**src/rtl/shift_abus_seq.sv**
```systemverilog
// shift_abus_seq
//   Multi-cycle sequencer for the A-operand shift bus. One request carries a
//   pipeline-1 control byte plus an AI operand. The byte is decoded into a
//   shift class (ASR / PASS / CLEAR) or flagged illegal. ASR is performed as
//   an arithmetic right shift of one bit per cycle. The final word is offered
//   to the consumer through a valid/ready handshake.
//
// Ports:
//   clk          rising-edge clock
//   rst          asynchronous, active-high reset
//   cpipe_valid  request valid
//   cpipe_ready  request ready (high only while idle)
//   cpipe_op     control byte
//   ai_data      AI operand
//   shamt        shift amount, used in ASR mode only
//   shift_valid  result valid (registered)
//   shift_ready  consumer accepts the result
//   shift_abus   shifted A bus result (registered)
//   illegal      op was outside the shift class (registered, qualifies shift_valid)
//   busy         sequencer is not idle (registered)

module shift_abus_seq #(
    parameter int WIDTH = 32,
    parameter int CNT_W = 5
) (
    input  logic             clk,
    input  logic             rst,
    input  logic             cpipe_valid,
    output logic             cpipe_ready,
    input  logic [7:0]       cpipe_op,
    input  logic [WIDTH-1:0] ai_data,
    input  logic [CNT_W-1:0] shamt,
    output logic             shift_valid,
    input  logic             shift_ready,
    output logic [WIDTH-1:0] shift_abus,
    output logic             illegal,
    output logic             busy
);

    typedef enum logic [1:0] {
        IDLE  = 2'd0,
        SHIFT = 2'd1,
        OUT   = 2'd2
    } state_t;

    state_t             state_q, state_d;
    logic [WIDTH-1:0]   data_q, data_d;
    logic [CNT_W-1:0]   cnt_q, cnt_d;
    logic               illegal_q, illegal_d;
    logic               valid_q, valid_d;
    logic               busy_q, busy_d;

    logic               opLegal;
    logic               opAsr;
    logic               opClear;
    logic [CNT_W-1:0]   loadCnt;

    // Control byte decode. Only consumed at the accept edge.
    always_comb begin
        opLegal = ~cpipe_op[0] & ~cpipe_op[2] & ~cpipe_op[3] & ~cpipe_op[4]
                  & cpipe_op[5] & cpipe_op[7];
        opAsr   = opLegal & ~cpipe_op[6];
        opClear = opLegal & cpipe_op[6] & ~cpipe_op[1];
        loadCnt = opAsr ? shamt : '0;
    end

    // Next-state and datapath update. A zero count skips SHIFT entirely, so
    // PASS, CLEAR and illegal ops reach OUT one cycle after acceptance.
    always_comb begin
        state_d   = state_q;
        data_d    = data_q;
        cnt_d     = cnt_q;
        illegal_d = illegal_q;
        valid_d   = valid_q;
        busy_d    = busy_q;

        unique case (state_q)
            IDLE: begin
                if (cpipe_valid) begin
                    // Illegal ops and CLEAR both present a zero word.
                    data_d    = (!opLegal || opClear) ? '0 : ai_data;
                    cnt_d     = loadCnt;
                    illegal_d = ~opLegal;
                    busy_d    = 1'b1;
                    if (loadCnt != '0) begin
                        state_d = SHIFT;
                        valid_d = 1'b0;
                    end else begin
                        state_d = OUT;
                        valid_d = 1'b1;
                    end
                end
            end

            SHIFT: begin
                // Sign-filling shift; large amounts settle on all sign bits.
                data_d = {data_q[WIDTH-1], data_q[WIDTH-1:1]};
                cnt_d  = cnt_q - CNT_W'(1);
                if (cnt_q == CNT_W'(1)) begin
                    state_d = OUT;
                    valid_d = 1'b1;
                end
            end

            OUT: begin
                if (shift_ready) begin
                    state_d   = IDLE;
                    valid_d   = 1'b0;
                    busy_d    = 1'b0;
                    illegal_d = 1'b0;
                end
            end

            default: begin
                state_d   = IDLE;
                valid_d   = 1'b0;
                busy_d    = 1'b0;
                illegal_d = 1'b0;
                cnt_d     = '0;
            end
        endcase
    end

    // State and output registers; reset abandons any transaction in flight.
    always_ff @(posedge clk or posedge rst) begin
        if (rst) begin
            state_q   <= IDLE;
            data_q    <= '0;
            cnt_q     <= '0;
            illegal_q <= 1'b0;
            valid_q   <= 1'b0;
            busy_q    <= 1'b0;
        end else begin
            state_q   <= state_d;
            data_q    <= data_d;
            cnt_q     <= cnt_d;
            illegal_q <= illegal_d;
            valid_q   <= valid_d;
            busy_q    <= busy_d;
        end
    end

    assign cpipe_ready = (state_q == IDLE);
    assign shift_valid = valid_q;
    assign shift_abus  = data_q;
    assign illegal     = illegal_q;
    assign busy        = busy_q;

endmodule

```
**config.mk**
```make
export PLATFORM = sky130hd
export DESIGN_NAME = shift_abus_seq
export DESIGN_NICKNAME = d
export VERILOG_FILES = /design/src/rtl/shift_abus_seq.sv
export SDC_FILE = /design/constraint.sdc
export NUM_CORES = 1
export LEC_CHECK = 0
export ABC_CLOCK_PERIOD_IN_PS = 2700
export BUFFER_PORTS_ARGS = -buffer_cell sky130_fd_sc_hd__clkbuf_2
export CORE_MARGIN = 1
export CORE_UTILIZATION = 30
export CTS_CLUSTER_DIAMETER = 80
export DETAILED_ROUTE_END_ITERATION = 7
export PLACE_DENSITY_LB_ADDON = 0.12
export RECOVER_POWER = 50
export SLEW_MARGIN = 20
export SYNTH_ARGS = -nofsm -noshare
export SYNTH_HDL_FRONTEND = slang
export SYNTH_SLANG_ARGS = --single-unit
export TNS_END_PERCENT = 10
```
**constraint.sdc**
```tcl
create_clock -name clk -period 2.7 [get_ports clk]
set_input_delay 0.27 -clock clk [delete_from_list [all_inputs] [get_ports clk]]
set_output_delay 0.27 -clock clk [all_outputs]
set_load 0.05 [all_outputs]
```
* Word level (Yosys, flattened, before mapping) *
Index checks and enable logic that the tools add are counted.

word-level totals
  input port bits = 49
  output and inout port bits = 36
  logic and storage cells = 61
  register bits = 42

operators by class
  equality and inequality tests = 6
  bitwise operators = 17
  reduce and logical (&&, ||, !) cells = 10
  add/subtract/negate cells = 1
  mux-type cells = 20

operators by type and width
  operator                                             count
  2-to-1 mux 32 bit                                    2
  one-hot mux 32 bit (2 select lines)                  1
  one-hot mux 5 bit (3 select lines)                   1
  2-to-1 mux 5 bit                                     2
  inverter 1 bit                                       9
  one-hot mux 1 bit (3 select lines)                   3
  AND reduction 3 bit                                  3
  AND 1 bit                                            8
  2-to-1 mux 2 bit                                     4
  2-to-1 mux 1 bit                                     6
  inequality test 2 bit, second input constant         3
  one-hot mux 2 bit (3 select lines)                   1
  equality test 5 x 1 -> 1 bit, second input constant  1
  nonzero test 5 bit                                   1
  subtractor 5 x 1 -> 5 bit, second input constant     1
  AND reduction 2 bit                                  2
  equality test 2 x 1 -> 1 bit, second input constant  1
  equality test 2 bit, second input constant           1
  logical NOT 2 bit                                    1
  nonzero test 2 bit                                   1
  logical NOT 1 bit                                    1
  logical OR 1 bit                                     1

* Depth between registers and ports, before layout *
  depth in word-level cells = 12
  mapped depth = 6
  gate-level depth less buffers = 5

* Worst setup path before layout *
OpenSTA, ideal clock, no wires.

  kind = register to register
  start = register state_q[1]
  end = register data_q[15], in the netlist shift_abus[15]
  stages on the path, launching flop included = 6
  setup time = 142 ps
  path slack = 412 ps
  data required time = 2558 ps
  period minus slack after synthesis = 2288 ps
  buffers on the path = 2
  arrival = 2146 ps
  path through = dfrtp_1 -> nor2_1 -> and2_1 -> clkbuf_1 -> buf_1 -> a21oi_1

on the way
  longest elaborated chain between the ends = 3
  elaborated cells between the ends (all ways) = 6
  classes of those cells = eq/ne: 2; mux: 1; reduce/logical: 3

ends and longest elaborated chain
  item                                                                          line  source
  start: declaration                                                            46    state_t state_q, state_d;
  start signal: assignment                                                      134   state_q <= state_d;
  logical NOT 2 bit *                                                           --
  via cpipe_ready                                                               29    output logic cpipe_ready,
  inequality test 2 bit (no source line) or nonzero test 2 bit (tied branches)  --
  AND reduction 2 bit (no source line)                                          --
  end signal: assignment                                                        135   data_q <= data_d;
  end: declaration                                                              47    logic [WIDTH-1:0] data_q, data_d;

The timed path passes the listed nets; every way through them passes the cells marked *. The select of a mux whose other input is x is not followed.
A chain may end at the register's enable or synchronous reset.

* Worst setup path after layout *
  start = register state_q[0]
  end = register data_q[6], in the netlist shift_abus[6]

on the way
  longest elaborated chain between the ends = 3
  elaborated cells between the ends (all ways) = 6
  classes of those cells = eq/ne: 2; mux: 1; reduce/logical: 3

ends and longest elaborated chain
  item                                                                          line  source
  equality test 2 x 1 -> 1 bit or logical NOT 2 bit (tied branches)             77    unique case (state_q)
  nonzero test 2 bit (no source line) or inequality test 2 bit (tied branches)  --
  AND reduction 2 bit (no source line)                                          --

Parallel ways exist; a longest one is shown, timed or not. The select of a mux whose other input is x is not followed.

==> run metrics <==
CP required=2870 ps; die width=83.69 um; Worst Reg2Reg Path Length in Cells=4; Power Density=791.4 nW/um^2; clock tree buffer depth=2; Syn Nets=264; Worst-Skew Late Latency=300 ps; Hold Crit Class=in2reg; RSZ-0062 raised after global routing=no; H-tree depth=2; detailed-route via count=1,900; FF+latch count, synth=41; Yosys warnings=0; clk slew on worst S/H paths=90 ps; Worst Tran Pin Value=1639 ps; root buf cell=clkbuf_8; crit end category=flop; Layout Skew=6.917 ps; Sink Count=41; CTS hold repair buffers=0; Final min period=1736 ps; Final Core Density=0.3975; filler instances=664; # setup viols final=0; Hold EP=shift_abus[28]$_DFFE_PP0P_; worst reg-to-reg setup slack=960 ps; largest net degree at the start of global routing=42; Setup Buffers After CTS=0; Worst Min Path Start=ai_data[28]; post-detailed-route count of antenna-violating nets=0; Layout area overhead=26.81%; final period utilization=0.6431; core area=6386 um^2; kind of critical path=reg2reg; Vias/cell=5.121; DR WL/cell=14.65 um; via count of the first global-routing pass=1,889; antenna violations before repair=0; Hold Path Depth=3; hold_ws=182.1 ps; violated checks=max-capacitance violations, max-slew violations; Syn Area/Cell=9.399 um^2; total wire length=5.436 mm; Final nets=344; reg-to-reg startpoint=state_q[0]$_DFFE_PP0P_; Rel. slew slack=-0.09355; die height=83.69 um; Port Buffer Count=84; initial core utilization=0.3135; TritonCTS Buffers=5; total grt overflow=0; CP Max Fanout=14; DR iter-0 viols=129; final setup TNS=0 ps; Mapped Cells=213; Hold Fails Final Rpt=0; number of remaining DRC errors=0; r2r endpoint=shift_abus[6]$_DFFE_PP0P_; wire length of the first global-routing pass=9.239 mm; cts repair resizes=0; status=complete, but fails checks; Peak Freq=575.9 MHz; GRT Resource Usage Total=0.1641; # diodes=0; Arr. time, crit path=1900 ps; count of cell types in the netlist=35; max_cap viols=1; P_leak=1.134 nW; Pre-antenna DRT Iters=4; IO Pins=85; gpl congestion=0.7522; register area share after synthesis=0.5125; Post-Syn Area=2002 um^2; layout cells sized above 1=0.3129; Pins Over Slew Limit=42; DIE AREA=7004 um^2; crit start category=flop; num rows=29; CTS tree=built; dpl hpwl=3.661 mm; peak supply drop=369.5 uV
routing by layer:
layer	routed length (um)	vias to the layer above	global-route usage
met5	0	-	0
li1	-	926	-
met3	414	4	0.05341
met2	2426	64	0.2439
met4	38	0	0.04622
met1	2557	906	0.2286
state kept, by name, summed over array words and instances (netlist names):
name	cells
cnt_q	5
illegal	1
shift_abus	32
busy	1
state_q	2
synthesized netlist by cell type (all sizes together):
master,number,area [um^2]
a21oi,34,192.7
a2bb2oi,1,8.760
a31oi,1,6.260
a32oi,2,17.52
and2,1,6.260
and2b,1,8.760
buf,6,47.54
clkbuf,10,37.54
dfrtp,41,1026
ha,2,25.02
inv,7,26.28
mux2i,1,10.01
nand2,37,138.9
nand2b,4,25.02
nand3,3,15.01
nand3b,2,15.01
nor2,7,26.28
nor2b,1,6.260
nor3,5,47.54
o211ai,1,7.510
o21a,1,7.510
o21ai,3,15.01
o221ai,2,17.52
o22ai,32,200.2
o31ai,1,7.510
or2,1,6.260
or3,1,6.260
or4,1,7.510
or4b,1,13.76
xnor2,2,17.52
xor2,1,8.760
critical path, stage by stage (launching register included):
cell and delay (ps):
dfrtp_1 610, nand2b_1 410, buf_4 330, o22ai_1 210, a21oi_2 40
power breakdown:
| part | switching [W] | internal, W | total [W] |
|---|---|---|---|
| combinational | 0.000600 | 0.000176 | 0.000776 |
| clock | 0.000224 | 0.000179 | 0.000402 |
| sequential | 0.000103 | 0.000728 | 0.000831 |
worst max path at each step:
| stage | startpoint | end | slack, ps | cells after the start |
|---|---|---|---|---|
| 5_1_grt | state_q[0]$_DFFE_PP0P_ | shift_abus[6]$_DFFE_PP0P_ | 770 | 4 |
| 4_1_cts | state_q[0]$_DFFE_PP0P_ | shift_abus[6]$_DFFE_PP0P_ | 960 | 4 |
| 6_report | state_q[0]$_DFFE_PP0P_ | shift_abus[6]$_DFFE_PP0P_ | 960 | 4 |
| 3_3_place_gp | cpipe_op[2] | shift_abus[13]$_DFFE_PP0P_ | 980 | 6 |
| 3_5_place_dp | cpipe_op[2] | shift_abus[24]$_DFFE_PP0P_ | 940 | 6 |
| 2_1_floorplan | state_q[1]$_DFFE_PP0P_ | shift_abus[15]$_DFFE_PP0P_ | 410 | 5 |
placed cells by master (no fill, tap or decap), types with 3 or more instances in the layout:
cell / n
buf_4: 5
dfrtp_1: 41
nor3_1: 3
a21oi_1: 28
clkbuf_8: 5
nand3_1: 3
nor2_1: 6
clkbuf_2: 67
o22ai_1: 32
o21ai_0: 3
clkbuf_1: 17
nand2b_1: 4
nand2_1: 37
a21oi_2: 6
inv_1: 7
layout make-up:
| class | count | area, um^2 | area share |
|---|---|---|---|
| sequential | 41 | 1026 | 0.4041 |
| multi-input combinational | 149 | 867.1 | 0.3415 |
| timing repair buffer | 89 | 436.7 | 0.1720 |
| tap | 77 | 96.34 | 0.03795 |
| clock buffer | 5 | 68.82 | 0.02711 |
| inverter | 7 | 26.28 | 0.01035 |
| clock inverter | 3 | 17.52 | 0.006900 |
metrics by stage:
step	worst slack (ps)	total power [W]	cell area, um^2	instances
2_1_floorplan	412.1	0.001421	2002	213
4_1_cts	962.2	0.002056	2560	371
6_report	963.6	0.002009	2539	371
3_5_place_dp	936.4	0.001643	2474	363
3_3_place_gp	976.6	0.001638	2474	363
5_1_grt	773.7	0.002120	2539	371
logic make-up after synthesis:
family,synth area share
adders and majority gates,0.01250
DFF,0.5125
xor gates and xnor gates,0.01313
AOI/OAI and AO/OA,0.2400
muxes,0.005000
and+or+nand+nor,0.1613
buffers and inverters,0.05563
Power figures use the tool's default switching activity.
